## config.mk

```make
export PLATFORM = sky130hd
export DESIGN_NAME = alu_cmd_issuer
export DESIGN_NICKNAME = d
export VERILOG_FILES = /design/src/rtl/alu_defs.sv /design/src/rtl/alu_cmd_fifo.sv /design/src/rtl/alu_cmd_issuer.sv
export SDC_FILE = /design/constraint.sdc
export NUM_CORES = 1
export LEC_CHECK = 0
export ABC_AREA = 1
export CORE_ASPECT_RATIO = 1.4
export CORE_MARGIN = 3
export CORE_UTILIZATION = 40
export CTS_CLUSTER_DIAMETER = 200
export DETAILED_ROUTE_END_ITERATION = 8
export HOLD_SLACK_MARGIN = 0.05
export PLACE_DENSITY_LB_ADDON = 0.25
export SETUP_SLACK_MARGIN = 0.05
export SLEW_MARGIN = 20
export SYNTH_ARGS = -nofsm -noshare
export SYNTH_HDL_FRONTEND = slang
export SYNTH_SLANG_ARGS = --single-unit
```

## constraint.sdc

```tcl
create_clock -name clk -period 2.32 [get_ports clk]
set_input_delay 0.696 -clock clk [delete_from_list [all_inputs] [get_ports clk]]
set_output_delay 0.696 -clock clk [all_outputs]
set_load 0.02 [all_outputs]
```

## src/rtl/alu_defs.sv

```systemverilog
// Shared definitions for the ALU command issuer: ALU select codes,
// issuer FSM encoding and default datapath sizes.
package alu_defs;

    localparam int WIDTH_DEF = 4;
    localparam int SEL_W_DEF = 3;
    localparam int DEPTH_DEF = 4;

    localparam logic [2:0] ALU_ADD = 3'b000;
    localparam logic [2:0] ALU_SUB = 3'b001;
    localparam logic [2:0] ALU_AND = 3'b010;
    localparam logic [2:0] ALU_OR  = 3'b011;
    localparam logic [2:0] ALU_XOR = 3'b100;
    localparam logic [2:0] ALU_NOT = 3'b101;
    localparam logic [2:0] ALU_INC = 3'b110;
    localparam logic [2:0] ALU_DEC = 3'b111;

    typedef enum logic [1:0] {
        ST_IDLE = 2'd0,
        ST_EXEC = 2'd1,
        ST_RESP = 2'd2
    } state_t;

endpackage

```

## src/rtl/alu_cmd_fifo.sv

```systemverilog
// Synchronous command FIFO. Write acceptance is a registered "space" flag
// derived from the next count, so it is low during reset and the cycle after.
module alu_cmd_fifo #(
    parameter int DW    = 12,
    parameter int DEPTH = 4
) (
    input  logic                     clk,
    input  logic                     rst_n,
    input  logic                     flush,
    input  logic                     push,
    input  logic [DW-1:0]            wr_data,
    input  logic                     pop,
    output logic [DW-1:0]            rd_data,
    output logic                     space,
    output logic                     empty,
    output logic [$clog2(DEPTH):0]   count
);

    localparam int AW = $clog2(DEPTH);
    localparam int CW = AW + 1;

    logic [DW-1:0] mem_q [DEPTH];
    logic [AW-1:0] wr_ptr_q, rd_ptr_q;
    logic [CW-1:0] count_q, count_d;
    logic          space_q;
    logic          do_push, do_pop;

    assign empty   = (count_q == '0);
    assign count   = count_q;
    assign space   = space_q;
    assign rd_data = mem_q[rd_ptr_q];
    assign do_push = push & space_q & ~flush;
    assign do_pop  = pop & ~empty & ~flush;

    always_comb begin
        count_d = count_q;
        if (flush) begin
            count_d = '0;
        end else if (do_push && !do_pop) begin
            count_d = count_q + CW'(1);
        end else if (!do_push && do_pop) begin
            count_d = count_q - CW'(1);
        end
    end

    always_ff @(posedge clk or negedge rst_n) begin
        if (!rst_n) begin
            wr_ptr_q <= '0;
            rd_ptr_q <= '0;
            count_q  <= '0;
            space_q  <= 1'b0;
        end else begin
            count_q <= count_d;
            space_q <= (count_d != CW'(DEPTH));
            if (flush) begin
                wr_ptr_q <= '0;
                rd_ptr_q <= '0;
            end else begin
                if (do_push) wr_ptr_q <= wr_ptr_q + AW'(1);
                if (do_pop)  rd_ptr_q <= rd_ptr_q + AW'(1);
            end
        end
    end

    always_ff @(posedge clk) begin
        if (do_push) mem_q[wr_ptr_q] <= wr_data;
    end

endmodule

```

## src/rtl/alu_cmd_issuer.sv

```systemverilog
// Command stage in front of the combinational ALU: queues commands, drives
// registered ALU operands, captures results and returns them over valid/ready.
module alu_cmd_issuer
    import alu_defs::*;
#(
    parameter int WIDTH = WIDTH_DEF,
    parameter int SEL_W = SEL_W_DEF,
    parameter int DEPTH = DEPTH_DEF
) (
    input  logic             clk,
    input  logic             rst_n,
    input  logic             flush,
    input  logic             cmd_valid,
    output logic             cmd_ready,
    input  logic [SEL_W-1:0] cmd_sel,
    input  logic [WIDTH-1:0] cmd_a,
    input  logic [WIDTH-1:0] cmd_b,
    input  logic             cmd_chain,
    output logic [WIDTH-1:0] alu_a,
    output logic [WIDTH-1:0] alu_b,
    output logic [SEL_W-1:0] alu_sel,
    input  logic [WIDTH-1:0] alu_out,
    input  logic             alu_carry,
    input  logic             alu_zero,
    output logic             res_valid,
    input  logic             res_ready,
    output logic [WIDTH-1:0] res_data,
    output logic             res_carry,
    output logic             res_zero,
    output logic [WIDTH-1:0] acc,
    output logic             busy,
    output state_t           dbg_state
);

    // Both ports are valid/ready: a transfer happens on a rising edge where
    // valid and ready are both high; valid never waits on ready, and ready
    // never depends on valid. A held response stays stable until taken.
    localparam int ENT_W = SEL_W + 2 * WIDTH + 1;

    logic [ENT_W-1:0]       fifo_wdata, fifo_rdata;
    logic                   fifo_empty, fifo_space;
    logic [$clog2(DEPTH):0] fifo_count;
    logic [SEL_W-1:0]       head_sel;
    logic [WIDTH-1:0]       head_a, head_b;
    logic                   head_chain;

    state_t state_q, state_d;
    logic   issue, capture, release_res;

    logic [WIDTH-1:0] alu_a_q, alu_b_q, acc_q, res_data_q;
    logic [SEL_W-1:0] alu_sel_q;
    logic             res_valid_q, res_carry_q, res_zero_q;

    assign fifo_wdata = {cmd_sel, cmd_a, cmd_b, cmd_chain};
    assign {head_sel, head_a, head_b, head_chain} = fifo_rdata;

    alu_cmd_fifo #(
        .DW    (ENT_W),
        .DEPTH (DEPTH)
    ) u_fifo (
        .clk     (clk),
        .rst_n   (rst_n),
        .flush   (flush),
        .push    (cmd_valid),
        .wr_data (fifo_wdata),
        .pop     (issue),
        .rd_data (fifo_rdata),
        .space   (fifo_space),
        .empty   (fifo_empty),
        .count   (fifo_count)
    );

    always_ff @(posedge clk or negedge rst_n) begin
        if (!rst_n) state_q <= ST_IDLE;
        else        state_q <= state_d;
    end

    always_comb begin
        state_d = state_q;
        case (state_q)
            ST_IDLE: if (!fifo_empty) state_d = ST_EXEC;
            ST_EXEC: state_d = ST_RESP;
            ST_RESP: if (res_ready) state_d = fifo_empty ? ST_IDLE : ST_EXEC;
            default: state_d = ST_IDLE;
        endcase
        if (flush) state_d = ST_IDLE;
    end

    always_comb begin
        issue       = 1'b0;
        capture     = 1'b0;
        release_res = 1'b0;
        case (state_q)
            ST_IDLE: issue = ~fifo_empty;
            ST_EXEC: capture = 1'b1;
            ST_RESP: begin
                release_res = res_ready;
                issue       = res_ready & ~fifo_empty;
            end
            default: ;
        endcase
        if (flush) begin
            issue       = 1'b0;
            capture     = 1'b0;
            release_res = 1'b0;
        end
    end

    // Chained commands read acc at issue time; acc already holds the previous result.
    always_ff @(posedge clk or negedge rst_n) begin
        if (!rst_n) begin
            alu_a_q     <= '0;
            alu_b_q     <= '0;
            alu_sel_q   <= '0;
            acc_q       <= '0;
            res_data_q  <= '0;
            res_valid_q <= 1'b0;
            res_carry_q <= 1'b0;
            res_zero_q  <= 1'b0;
        end else if (flush) begin
            acc_q       <= '0;
            res_data_q  <= '0;
            res_valid_q <= 1'b0;
            res_carry_q <= 1'b0;
            res_zero_q  <= 1'b0;
        end else begin
            if (issue) begin
                alu_a_q   <= head_chain ? acc_q : head_a;
                alu_b_q   <= head_b;
                alu_sel_q <= head_sel;
            end
            if (capture) begin
                res_data_q  <= alu_out;
                res_carry_q <= alu_carry & (alu_sel_q == SEL_W'(ALU_ADD));
                res_zero_q  <= alu_zero;
                acc_q       <= alu_out;
                res_valid_q <= 1'b1;
            end else if (release_res) begin
                res_valid_q <= 1'b0;
            end
        end
    end

    assign cmd_ready = fifo_space;
    assign alu_a     = alu_a_q;
    assign alu_b     = alu_b_q;
    assign alu_sel   = alu_sel_q;
    assign res_valid = res_valid_q;
    assign res_data  = res_data_q;
    assign res_carry = res_carry_q;
    assign res_zero  = res_zero_q;
    assign acc       = acc_q;
    assign busy      = (state_q != ST_IDLE) | (fifo_count != '0);
    assign dbg_state = state_q;

endmodule

```

==> impl_results.md <==
- Status: finished clean
- Crit path kind: reg -> out
- Die extent in y: about 110 um
- Final Cycle Share: 0.9309
- Post-synthesis area per instance: 11.45 um2
- Final Hold Fails: 0
- PD cells: 1179 nW/um2
- Max cap viols: 0
- First-pass GRT wire length: 10630 um
- Gr ovfl total: 0
- Clk_lat worst skew: 0.35 ns
- Area grow syn2layout: 24.65%
- Fmax: 0.4630 GHz
- Final worst path period need: about 2.2 ns
- Max Clock Skew: 0.01066 ns
- Delay of the slowest critical-path stage: about 0.39 ns
- Hold buffers post-CTS: 0
- Clock transition at the registers of the reported paths: 0.08 ns
- Reg2reg path depth: 7
- Synth Instances: 286
- Post-CTS setup buffer count: 0
- Placer Congestion: 0.8136
- Worst slew margin: 0.5466
- Hold Path Class: reg -> reg
- Post-cts sizing count: 2
- Setup TNS Final: 0 ns
- Aggregate global-route resource usage: 0.1539
- Clock Tree Root: clkbuf_8
- Worst EP required: 1.62 ns
- Max clock buf depth: 2
- Non-Filler Instances: between 400 and 500
- Crit start category: flop
- Synthesized flop and latch total: 76
- Number of nets still failing antenna checks after routing: 0
- # IOs: 49
- Met2 Use GR: 0.2436
- Power, Total: 4812 uW
- Worst-path fanout max: 3
- Slowest CP cell: dfrtp_1
- Initial Util: 0.4174
- Leak: ~0.0016 uW
- Vias in the first global route: 2153
- Drt first pass iters: 4
- Mapped Area: 3274 um2
- Ys Warns: 0
- Avg Vias per Cell: 4.883
- Drt wl/cell: 14.47 um
- Hpwl dp: 4719 um
- DP Area: 3856 um2
- H-tree depth: 3
- Arr. time, crit path: about 1.5 ns
- Cells after DPL: 430
- Final Slew Violations: 0
- Hold Crit Depth: 2
- # DRC: 0
- Worst vdd ir: roughly 0.47 mV
- Iter 0 DRT Violations: slightly above 90
- Die area: approximately 9300 um2
- Initial antenna violation count: 0
- Die W: 82.47 um
- Routed vias: 2178
- Critical path cell sequence: inv_1 -> ha_2 -> nand4_1 -> clkdlybuf4s15_1
- Row cnt: 38
- Crit. End Element: output pin
- Layout cells sized above 1: 0.1561
- Clock tree from TritonCTS: yes
- GR peak layer: met2
- Port buffer count: 48
- CTS buffer count: 9
- Met1 usage: 0.1958
- Core Box Area: 7845 um2
- Clk sinks: 76
- N_diodes: 0
- Final WL: around 6500 um
- Sequential-to-total area share from yosys stat: 0.6542
- Yosys cell types: 29
- Post-route cell area: 4081 um2
- RSZ-0062 raised after global routing: no
- # nets final: around 370
- Least-Margin Pin Slew: 0.6756 ns
- Largest net degree at the start of global routing: 29
- Fin util: 0.5203
- # setup viols final: 0
- Met3 usage: 0.04379
- Synthesized net count: 316
-- cell type report --
type | count | area (um2)
repair buffers | 57 | 548.0
inverters | 29 | 113.9
well taps | 100 | 125.1
clock inverters | 7 | 98.84
clock buffers | 9 | 123.9
flip-flops and latches | 76 | 2142
fillers | 695 | 3764
multi-input cells | 168 | 929.6
-- registers in the layout, indices dropped and copies added (netlist names) --
| name | flops |
|---|---|
| dbg_state | 2 |
| alu_b | 4 |
| u_fifo.count | 3 |
| u_fifo.wr_ptr_q | 2 |
| alu_sel | 3 |
| res_valid | 1 |
| alu_a | 4 |
| res_data | 4 |
| u_fifo.mem_q | 48 |
| res_zero | 1 |
| u_fifo.space | 1 |
| u_fifo.rd_ptr_q | 2 |
| res_carry | 1 |
-- final timing paths --
kind,startpoint,endpoint,slack [ns]
max in group asynchronous,rst_n,u_fifo.wr_ptr_q[1],1.32
worst max register to register,u_fifo.rd_ptr_q[0],alu_a[0],0.53
worst min register to register,alu_a[3],alu_a[3],0.49
min in group asynchronous,rst_n,res_zero,0.72
worst max-delay path,u_fifo.count[1],busy,0.16
worst min-delay path,alu_a[3],alu_a[3],0.49
-- where the power goes --
| group | leakage (uW) | switching [uW] | total (uW) | internal (uW) |
|---|---|---|---|---|
| combinational | 0.000714 | 1110 | 1850 | 742 |
| sequential | 0.000794 | 177 | 1860 | 1690 |
| clock | 0.000111 | 490 | 1100 | 611 |
| total | 0.00162 | 1770 | 4810 | 3040 |
-- per-stage QoR --
step / hold WS (ns) / setup slack (ns)
final: 0.4868 / 0.1603
after global routing: 0.5154 / 0.06951
after CTS: 0.4924 / 0.05988
after detailed placement: 0.4735 / 0.1078
after global placement: 0.4666 / 0.1197
after floorplan: 0.4004 / 0.2890
-- critical path, delay by kind of cell (launching register included) --
family | cells | cell delay, ns
buf+inv | 2 | 0.40
simple gates | 1 | 0.11
flops | 1 | 0.39
fa+ha+maj | 1 | 0.21
-- synthesized netlist by cell type, drive strengths merged --
cell	number	area (um2)
o22ai	8	50.05
a21oi	4	27.53
xnor2	2	17.52
dfrtp	28	700.7
edfxtp	48	1441
nor3	1	5.000
ha	7	87.58
nand4	3	18.77
nor2	35	155.2
buf	12	87.59
a22o	1	8.760
o211ai	8	60.06
nand3	16	85.08
clkbuf	1	3.750
nand2	49	234.0
o21ai	34	177.7
inv	29	113.9
-- logic make-up (layout without fill, tap and decap cells) --
| logic type | Yosys count | in the layout | synth area share |
|---|---|---|---|
| buffers and inverters | 42 | 102 | 0.06267 |
| adders and majority gates | 7 | 7 | 0.02675 |
| AOI/OAI and AO/OA | 55 | 55 | 0.09897 |
| DFF | 76 | 76 | 0.6542 |
| xor gates and xnor gates | 2 | 2 | 0.005351 |
| and+or+nand+nor | 104 | 104 | 0.1521 |
-- placed cells by master (no fill, tap or decap), types with 6 or more instances in the layout --
cell type and n:
nor2_1 33, nand2_2 11, inv_2 7, o22ai_1 8, buf_4 9, nand2_1 35, dfrtp_1 28, edfxtp_1 48
clkbuf_8 9, o211ai_1 8, o21ai_0 26, ha_1 6, inv_1 21, nand3_1 15, o21ai_1 6, clkdlybuf4s50_1 47
-- layer usage --
metal	wire length [um]	vias up	part of all wire
met1	2850	1028	0.44
met2	3170	55	0.49
li1	-	1086	-
met3	313	9	0.048
met4	121	0	0.019
met5	0	-	0
No activity file was read; power rests on OpenSTA's default activity.
